$ cat config.mk
export PLATFORM = sky130hd
export DESIGN_NAME = pc_counter
export DESIGN_NICKNAME = d
export VERILOG_FILES = /design/src/rtl/pc_counter.sv
export SDC_FILE = /design/constraint.sdc
export NUM_CORES = 1
export LEC_CHECK = 0
export BUFFER_PORTS_ARGS = -buffer_cell sky130_fd_sc_hd__buf_4
export CORE_MARGIN = 4
export CORE_UTILIZATION = 40
export DETAILED_ROUTE_END_ITERATION = 10
export GPL_TIMING_DRIVEN = 0
export PLACE_DENSITY = 0.78
export RECOVER_POWER = 50
export SLEW_MARGIN = 20
export SYNTH_ARGS = -nofsm -noshare
export SYNTH_HDL_FRONTEND = slang
export SYNTH_SLANG_ARGS = --single-unit
$ cat constraint.sdc
create_clock -name clk -period 1.8 [get_ports clk]
set_input_delay 0.18 -clock clk [delete_from_list [all_inputs] [get_ports clk]]
set_output_delay 0.18 -clock clk [all_outputs]
set_load 0.01 [all_outputs]
$ cat src/rtl/pc_counter.sv
// Program counter register: loads pc_next every cycle, exposes pc + 4 and a
// registered misalignment flag. Asynchronous active-low reset to RESET_VECTOR.
module pc_counter #(
    parameter int unsigned           WIDTH        = 32,
    parameter logic [WIDTH-1:0]      RESET_VECTOR = WIDTH'(32'h0000_0000)
) (
    input  logic             clk,
    input  logic             rst_n,
    input  logic [WIDTH-1:0] pc_next,
    output logic [WIDTH-1:0] pc,
    output logic [WIDTH-1:0] pc_plus4,
    output logic             misaligned
);

    localparam logic [WIDTH-1:0] PC_STEP = WIDTH'(4);

    logic [WIDTH-1:0] pc_d;
    logic [WIDTH-1:0] pc_q;
    logic             misaligned_d;
    logic             misaligned_q;

    // Next state: unconditional load, value taken unmodified.
    always_comb begin
        pc_d         = pc_next;
        misaligned_d = (pc_next[1:0] != 2'b00);
    end

    // Flag is forced clear in reset regardless of RESET_VECTOR alignment.
    always_ff @(posedge clk or negedge rst_n) begin
        if (!rst_n) begin
            pc_q         <= RESET_VECTOR;
            misaligned_q <= 1'b0;
        end else begin
            pc_q         <= pc_d;
            misaligned_q <= misaligned_d;
        end
    end

    assign pc         = pc_q;
    assign misaligned = misaligned_q;
    // Sequential-fetch address; wraps modulo 2^WIDTH with no carry out.
    assign pc_plus4   = pc_q + PC_STEP;

endmodule

==> results of run 1 <==
[cells in the mapped netlist]
| cell type | count | area [µm²] |
|---|---|---|
| and3_1 | 4 | 25.0 |
| ha_1 | 1 | 12.5 |
| nand3_2 | 1 | 10.0 |
| nor4_4 | 3 | 63.8 |
| dfrtp_1 | 33 | 826 |
| xor2_1 | 9 | 78.8 |
| or2_1 | 1 | 6.26 |
| nor2_1 | 6 | 22.5 |
| nand4_1 | 6 | 37.5 |
| nand4_4 | 1 | 21.3 |
| nor3_1 | 3 | 15.0 |
| nand4_2 | 1 | 12.5 |
| nand3_4 | 1 | 17.5 |
| nor4_1 | 1 | 6.26 |
| or2_2 | 1 | 6.26 |
| inv_1 | 3 | 11.3 |
| xnor2_1 | 19 | 166 |
| nand3_1 | 10 | 50.1 |
| buf_4 | 2 | 15.0 |
| nand2_1 | 10 | 37.5 |
[cell type report]
class                      count  area (µm²)  share of cell area [%]
timing repair buffer         164        1330                    42.2
inverter                       3        11.3                   0.357
tap                           46        57.6                    1.83
clock inverter                 3        65.1                    2.07
sequential                    33         838                    26.6
clock buffer                   5        37.5                    1.19
buffer                         2        15.0                   0.477
multi-input combinational     78         796                    25.3
[cells by family after synthesis]
| logic type | after synthesis | share of synthesized area [%] |
|---|---|---|
| and+or+nand+nor | 49 | 23.0 |
| DFF | 33 | 57.3 |
| xor gates and xnor gates | 28 | 17.0 |
| buffers and inverters | 5 | 1.82 |
| adders and majority gates | 1 | 0.868 |
[worst max-delay path: cells and delay by family (launching register included)]
kind | cells | cell delay (ns)
buffers and inverters | 2 | 0.37
flip-flops | 1 | 0.49
XOR/XNOR | 1 | 0.20
AND/OR/NAND/NOR | 3 | 0.67
[layer usage]
metal	GRT usage [%]	up-vias	share of wire (%)
met2	54.9	162	48
met4	12.4	0	7.3
met3	9.52	53	8.7
met5	0	-	0
li1	-	739	-
met1	33.2	956	36
[worst paths after layout]
kind                                 to  cells past startpoint  slack [ns]        start
min                              pc[22]                      2        0.46        rst_n
min in group clk                 pc[20]                      2        0.49  pc_next[20]
max                        pc_plus4[18]                      6       -0.46        pc[8]
max in group asynchronous        pc[24]                      2        0.77        rst_n
[what timing repair did]
item                                    4_1_cts  5_1_grt
pin swaps                                     8       15
gates resized for setup                      19       37
endpoints found under the hold margin        65        0
buffers inserted                             21       12
endpoints found under the setup margin       25       26
hold buffers                                 33        0
gates cloned                                  0        0
[flip-flops by register name (all words and copies together), names as in the netlist]
register / cells
misaligned: 1
pc: 32
[metrics by stage]
stage / util (%) / TNS (ns)
after floorplan: - / 0
after global placement: 65.4 / -1.47
after detailed placement: 65.4 / -1.83
after CTS: 85.0 / -3.59
after global routing: 92.2 / -10.40
final: 92.2 / -9.08
[power breakdown]
part | switching [mW] | total [mW] | internal (mW)
Clock | 0.311 | 0.741 | 0.430
Sequential | 0.0572 | 0.838 | 0.781
Combinational | 0.214 | 0.471 | 0.258
Total | 0.582 | 2.05 | 1.47
==> results.toml, run 1 <==
[outcome]
status = "complete, but fails checks"
violations = "setup timing"

[layout]
layout_common_cells = "91 x buf_4, 33 x clkbuf_4, 33 x dlygate4sd3_1"
n_fill_cell = 125
diodes = 0
nets = 322
drive_gt1_share_pct = 63.2
final_cells = 334
final_area_um2 = 3150
final_common_cell = "buf_4"
area_delta_synth_final_pct = 119

[floorplanning]
core_um2 = 3420
io_pins = 99
initial_core_util_pct = 42.2
die_h_um = 68.0
die-area_um2 = 4630
rows = 21
die-width_um = 68.0

[sta]
worst_pin_slew_ns = 0.826
final.min_clock_period_ns = 2.26
hold_viol = 0
rsz0062_at_grt = "yes"
period_share_pct = 126
setup_slack_ns = -0.464
setup_viol = 27
drv_slew = 0
whs_ns = 0.458
max_slew_margin_pct = 44.9
clock.fmax_ghz = 0.442

[power_and_ir_drop]
leakage_nw = 1.50
power_mw = 2.05
irDropWorstVdd_mv = 0.634
p_per_area_nw_per_um2 = 651

[yosys]
yosysWarningCount = 0
ys_seq_area_share_pct = 57.3
avgSynthCellArea_um2 = 12.4
yosysUniqueCellTypes = 20
syn_nets = 151
synthCells = 116
ys_ff_latch = 33
synth_area_um2 = 1440

[detailed_routing]
viasPerCell = 5.72
drtAntennaViolNets = 0
wl_per_cell_um = 26.1
routed_wl_um = 8720
drc = 0
drt_iter0_markers = 160
dr.pass1.iters = 4
vias = 1910

[placed_design]
place_inst = 260
gp_congestion = 0.674
place_ws_ns = -0.294
port_buffers = 98
place_area_um2 = 2230
dp_hpwl_um = 3180

[run]
maxCapViolations = 0

[clocking]
htree_levels = 2
clk_path_buf_depth = 2
cts.sinks = 33
cts.clk_slew.worst_paths_ns = 0.13
cts_root_buffer = "clkbuf_4"
tritoncts = "yes"
numCtsBuffers = 5

[grt]
grt_max_degree = 34
grt_usage_pct = 30.6
grt_pass1_vias = 1810
antenna_found_initial = 0
grt_overflow = 0
grt_pass1_wl_um = 9890

[setup_path]
max_stage_delay_ns = 0.49
arrival_ns = 2.08
start_kind = "flip-flop"
critPathSlowestCell = "dfrtp_1"
critPathKind = "reg -> out"
path_max_fanout = 8
crit_required_ns = 1.62
endpoint_kind = "output port"
worstPathCellList = "nand3_4 -> nor4_4 -> buf_6 -> nand3_1 -> xnor2_1 -> buf_4"

[min_path]
holdCritPathClass = "in -> async"
(Power assumes the default switching activity.)
==> run 2, diff against run 1 <==
Settings changed: CORE_UTILIZATION 40 to 41, CTS_CLUSTER_DIAMETER set to 30, PLACE_DENSITY 0.78 to 0.79.
==> run 2 against run 1 <==
  * The run now fails in global routing
  * Synthesized area did not move
  * Synthesized cell count unchanged
==> results.toml, run 2 <==
[yosys]
synth_most_common_cell = "dfrtp_1"
synthTopCellsByArea = "dfrtp_1 57%, xnor2_1 12%, xor2_1 5.5%"
avgSynthCellArea_um2 = 12.4
ys_async_sr_fraction_pct = 100
ys_ff_latch = 33
yosys.area_share.simple_pct = 23.0
synth_top_area_share_pct = 57.3
syn_nets = 151
yosysWarningCount = 0
yosys-top-cells-count = "33 x dfrtp_1, 19 x xnor2_1, 10 x nand2_1, 10 x nand3_1, 9 x xor2_1"
synth-compound-area-share_pct = 0
synth-main-ff-cell = "dfrtp_1"
yosysUniqueCellTypes = 20
synth_edf_count = 0
synth-xor-area-share_pct = 17.0
yosysTopAreaCell = "dfrtp_1"
synthAdderAreaFrac_pct = 0.868
synth_top_family_by_area = "simple AND/OR/NAND/NOR gates"
ys_seq_area_share_pct = 57.3
synth_mux_area_share_pct = 0
synthCells = 116
synth_area_um2 = 1440

[placed_design]
place_area_um2 = 2230
place_ws_ns = -0.248
port_buffers = 98
dp_hpwl_um = 3050
place_inst = 260
gp_congestion = 0.715

[floorplanning]
die_h_um = 67.3
die-width_um = 67.3
initial_core_util_pct = 42.9
io_pins = 99
rows = 21

[clocking]
cts_root_buffer = "clkbuf_4"
numCtsBuffers = 5
htree_levels = 2
clk_path_buf_depth = 2
cts.sinks = 33

[grt]
antenna_found_initial = 0
grt_max_degree = 34

[outcome]
status = "aborted with a tool error"
error = "[ERROR DPL-0033] detailed placement checks failed during check placement."
haltStage = "global routing"

[sta]
worstEpCategory = "primary output"
grt-worst-endpoint = "pc_plus4[31]"
run 2: cell counts after synthesis:
Identical to the previous run, type by type.
run 2: per-stage QoR:
step	setup TNS, ns	util, %
CTS	-3.45	86.4
detailed placement	-1.66	66.4
global placement	-1.44	66.4
floorplan	0	-
run 2: cells by family after synthesis:
group | count (synthesis)
fa+ha+maj | 1
simple gates | 49
xor+xnor | 28
buf+inv | 5
flops | 33
run 2: timing repair:
action	CTS
endpoints found under the hold margin	65
resized for setup	34
pin swaps	18
hold buffers	33
setup endpoints to repair	25
buffers inserted	21
==> run 3, diff against run 2 <==
Settings changed: CORE_UTILIZATION 41 to 31, CTS_CLUSTER_DIAMETER 30 to not set, PLACE_DENSITY 0.79 to not set, PLACE_DENSITY_LB_ADDON set to 0.15.
==> run 3 against run 2 <==
  * The flow now finishes, with violations (setup timing)
==> results.toml, run 3 (synthesis results as in run 1) <==
[min_path]
holdCritPathClass = "in -> async"

[run]
maxCapViolations = 0

[setup_path]
crit_required_ns = 1.62
path_max_fanout = 5
endpoint_kind = "output port"
critPathKind = "reg -> out"
arrival_ns = 1.82
start_kind = "flip-flop"

[power_and_ir_drop]
p_per_area_nw_per_um2 = 634
internal-power_mw = 1.48
switching_share_pct = 25.0
combPwrFrac_pct = 21.0
power_frac_seq_pct = 41.9
leakage_nw = 1.50
p_switching_mw = 0.495
clkPwrFrac_pct = 37.0
irDropWorstVdd_mv = 0.467

[detailed_routing]
drc = 0
drtAntennaViolNets = 0
dr.pass1.iters = 4
drt_iter0_markers = 68
viasPerCell = 4.53
vias = 1535
wl_per_cell_um = 14.8
routed_wl_um = 5010

[floorplanning]
initial_core_util_pct = 32.7
die-width_um = 76.2
io_pins = 99
rows = 24
die-area_um2 = 5800
core_um2 = 4410
die_h_um = 76.2

[layout]
final_cells = 339
layout_common_cells = "93 x buf_4, 33 x dlygate4sd3_1, 32 x clkbuf_4"
final_common_cell = "buf_4"
drive_gt1_share_pct = 62.0
final_util_pct = 70.7
diodes = 0
n_fill_cell = 329
nets = 321
largest_register_ffs = 32
area_delta_synth_final_pct = 117

[outcome]
violations = "setup timing"
status = "complete, but fails checks"

[clocking]
cts.sinks = 33
cts.clk_slew.worst_paths_ns = 0.07
htree_levels = 2
tritoncts = "yes"
numCtsBuffers = 5
cts_root_buffer = "clkbuf_8"
clk_path_buf_depth = 2

[sta]
final.min_clock_period_ns = 2.00
hold_viol = 0
clock.fmax_ghz = 0.501
period_share_pct = 111
setup_viol = 23
drv_slew = 0
worst_pin_slew_ns = 0.817
rsz0062_at_grt = "yes"
setup_slack_ns = -0.196
max_slew_margin_pct = 45.5

[grt]
grt_overflow = 0
grt_max_degree = 34
grt_pass1_vias = 1628
grt_usage_pct = 17.6
antenna_found_initial = 0
grt_pass1_wl_um = 8230

[placed_design]
port_buffers = 98
place_inst = 266
gp_congestion = 0.717
dp_hpwl_um = 3160
==> run 3: timing repair <==
item,4_1_cts,5_1_grt
endpoints found under the setup margin,23,25
buffers inserted,24,8
gates resized for setup,28,16
hold buffers,32,1
pin swaps,20,12
hold endpoints to repair,64,1
==> run 3: area by class of cell <==
cell class	instances	area (µm²)	share of cell area [%]
Timing Repair Buffer	163	1330	42.5
Sequential cell	33	838	26.9
Multi-Input combinational cell	78	746	23.9
Clock buffer	6	82.6	2.65
Tap cell	52	65.1	2.08
Clock inverter	2	37.5	1.20
Buffer	2	15.0	0.481
Inverter	3	11.3	0.361
==> run 3: layer usage <==
layer,share of wire (%),GRT usage [%],up-vias
met5,0,0,-
met4,2.4,5.42,0
met3,6.6,6.97,11
met2,57,32.4,66
met1,34,18.1,724
li1,-,-,734
==> run 3: power groups by stage <==
stage	clock [mW]	sequential, mW	combinational, mW
after floorplan	0	0.856	0.0774
after global placement	0	0.842	0.294
after detailed placement	0	0.845	0.297
after CTS	0.747	0.826	0.401
after global routing	0.791	0.836	0.448
final	0.733	0.829	0.416
==> run 3: per-stage QoR <==
stage	area (µm²)	hold slack, ns	total power [mW]	setup slack, ns	TNS (ns)
6_report	3120	0.521	1.98	-0.196	-3.03
3_5_place_dp	2240	0.154	1.14	-0.268	-2.08
4_1_cts	2980	0.00372	1.97	-0.222	-3.21
3_3_place_gp	2240	0.147	1.14	-0.254	-1.95
5_1_grt	3120	0.549	2.07	-0.340	-6.13
2_1_floorplan	1440	-0.116	0.933	0.0356	0
==> run 3: worst max-delay path, cell delays in order, from the launching register on <==
cell and delay (ns):
dfrtp_1 0.35, buf_4 0.14, nand4_4 0.14, nor4_4 0.31
buf_4 0.20, nand3_2 0.09, xnor2_1 0.16, buf_4 0.14
==> run 3: how the worst max path moves through the flow <==
| stage | startpoint | to | slack, ns | cells past startpoint |
|---|---|---|---|---|
| floorplan | pc[2] | pc_plus4[30] | 0.04 | 5 |
| global placement | pc[2] | pc_plus4[30] | -0.25 | 6 |
| detailed placement | pc[2] | pc_plus4[22] | -0.27 | 6 |
| CTS | pc[3] | pc_plus4[30] | -0.22 | 7 |
| global route | pc[2] | pc_plus4[29] | -0.34 | 7 |
| finish | pc[2] | pc_plus4[29] | -0.20 | 7 |
==> run 4, diff against run 3 <==
Settings changed: SKIP_CTS_REPAIR_TIMING set to 1.
==> run 4 against run 3 <==
  * The flow still finishes with violations (setup timing)
  * Via count fell by 5.6%
  * Final cell count fell by 4.1%
  * First-iteration DRC count shrank 29%
  * Combinational power fell by 8.4%
  * Power is 1.9% lower
  * Cell area down 5.5%
==> results.toml, run 4 (synthesis results as in run 1) <==
[outcome]
status = "complete, but fails checks"
violations = "setup timing"

[setup_path]
arrival_ns = 1.83
start_kind = "flip-flop"
worstPathCellList = "buf_4 -> nand4_4 -> or2_4 -> nor3_4 -> xor2_1 -> buf_4"
critPathLaunch = "pc[2]"
endpoint_kind = "output port"
path_max_fanout = 4
critPathSlowestCell = "dfrtp_1"
max_stage_delay_ns = 0.40
cp_common_cell = "buf_4"
crit_required_ns = 1.62
critPathKind = "reg -> out"

[sta]
worst_pin_slew_ns = 0.831
final.min_clock_period_ns = 2.01
setup_viol = 21
period_share_pct = 112
max_slew_margin_pct = 44.6
hold_viol = 0
clock.fmax_ghz = 0.497
drv_slew = 0
rsz0062_at_grt = "yes"
setup_slack_ns = -0.210

[power_and_ir_drop]
power_frac_seq_pct = 43.0
p_switching_mw = 0.477
combPwrFrac_pct = 19.6
irDropWorstVdd_mv = 0.476
p_per_area_nw_per_um2 = 658
leakage_nw = 1.38
power_mw = 1.94
internal-power_mw = 1.46
switching_share_pct = 24.6
clkPwrFrac_pct = 37.4

[min_path]
holdPathEnd = "pc[10]"
hp-start = "pc_next[10]"
holdCritPathClass = "in -> reg"
hold-path-cell-count = 1

[detailed_routing]
dr.pass1.iters = 4
viasPerCell = 4.46
drt_iter0_markers = 48
routed_wl_um = 4650
drtAntennaViolNets = 0
drc = 0
vias = 1449
wl_per_cell_um = 14.3

[layout]
nets = 307
final_area_um2 = 2950
final_util_pct = 66.9
diodes = 0
multi_input_area_um2 = 702
largest_register_ffs = 32
regArea_um2 = 838
drive_gt1_share_pct = 57.9
area_delta_synth_final_pct = 105
layout_common_cells = "85 x buf_4, 32 x dlygate4sd3_1, 32 x clkbuf_4"
final_common_cell = "buf_4"
n_fill_cell = 339

[placed_design]
dp_hpwl_um = 3160
place_area_um2 = 2240
port_buffers = 98
gp_congestion = 0.717
place_ws_ns = -0.268

[clocking]
numCtsBuffers = 5
tritoncts = "yes"
cts.sinks = 33
cts.clk_slew.worst_paths_ns = 0.07
htree_levels = 2
cts_root_buffer = "clkbuf_8"
clk_path_buf_depth = 2

[floorplanning]
die-area_um2 = 5800
die-width_um = 76.2
die_h_um = 76.2
io_pins = 99
initial_core_util_pct = 32.7
core_um2 = 4410
rows = 24

[grt]
grt_overflow = 0
antenna_found_initial = 0
grt_max_degree = 34
grt_pass1_vias = 1291
grt_pass1_wl_um = 6390
grt_usage_pct = 13.7

[run]
maxCapViolations = 0
-- run 4: changes by cell type in the layout (fill, tap and decap cells not counted), moves of 2 or more --
cell	change
buf_4	-8
buf_6	-5
nor2_1	+2
nor2_2	-2
xnor2_1	+4
xnor2_2	-4
-- run 4: worst max-delay path: cells and delay by family (launching register included) --
family | cells | cell delay (ns)
AND/OR/NAND/NOR | 3 | 0.67
flip-flops | 1 | 0.40
XOR/XNOR | 1 | 0.18
buffers and inverters | 2 | 0.30
-- run 4: worst max path at each step --
stage               slack (ns)  depth (start not counted)      endpoint
floorplan                 0.04                          5  pc_plus4[30]
global placement         -0.25                          6  pc_plus4[30]
detailed placement       -0.27                          6  pc_plus4[22]
CTS                      -0.58                          6  pc_plus4[22]
global route             -0.31                          6  pc_plus4[31]
finish                   -0.21                          6  pc_plus4[15]
-- run 4: power groups by stage --
stage                     logic [mW]  registers (mW)  clock network, mW
after CTS                      0.298           0.831              0.747
final                          0.381           0.834              0.726
after global placement         0.294           0.842                  0
after global routing           0.410           0.840              0.788
after detailed placement       0.297           0.845                  0
after floorplan               0.0774           0.856                  0
-- run 4: area by class of cell --
type	instances	area share (%)
sequential	33	28.4
inverter	3	0.382
buffer	2	0.509
multi-input combinational	78	23.8
clock inverter	2	1.27
clock buffer	6	2.80
timing repair buffer	149	40.7
tap	52	2.20
-- run 4: metrics by stage --
step                setup TNS, ns  cells  hold WS, ns
floorplan                       0    116       -0.116
global placement            -1.95    266        0.147
detailed placement          -2.08    266        0.154
CTS                         -8.17    274       -0.160
global route                -5.57    325       0.0283
finish                      -2.92    325       0.0347
-- run 4: metal layers --
metal  track usage (%)  routed length (µm)
met4              6.64                  53
met3              6.03                 336
met5                 0                   0
met1              14.3                1650
met2              23.5                2610
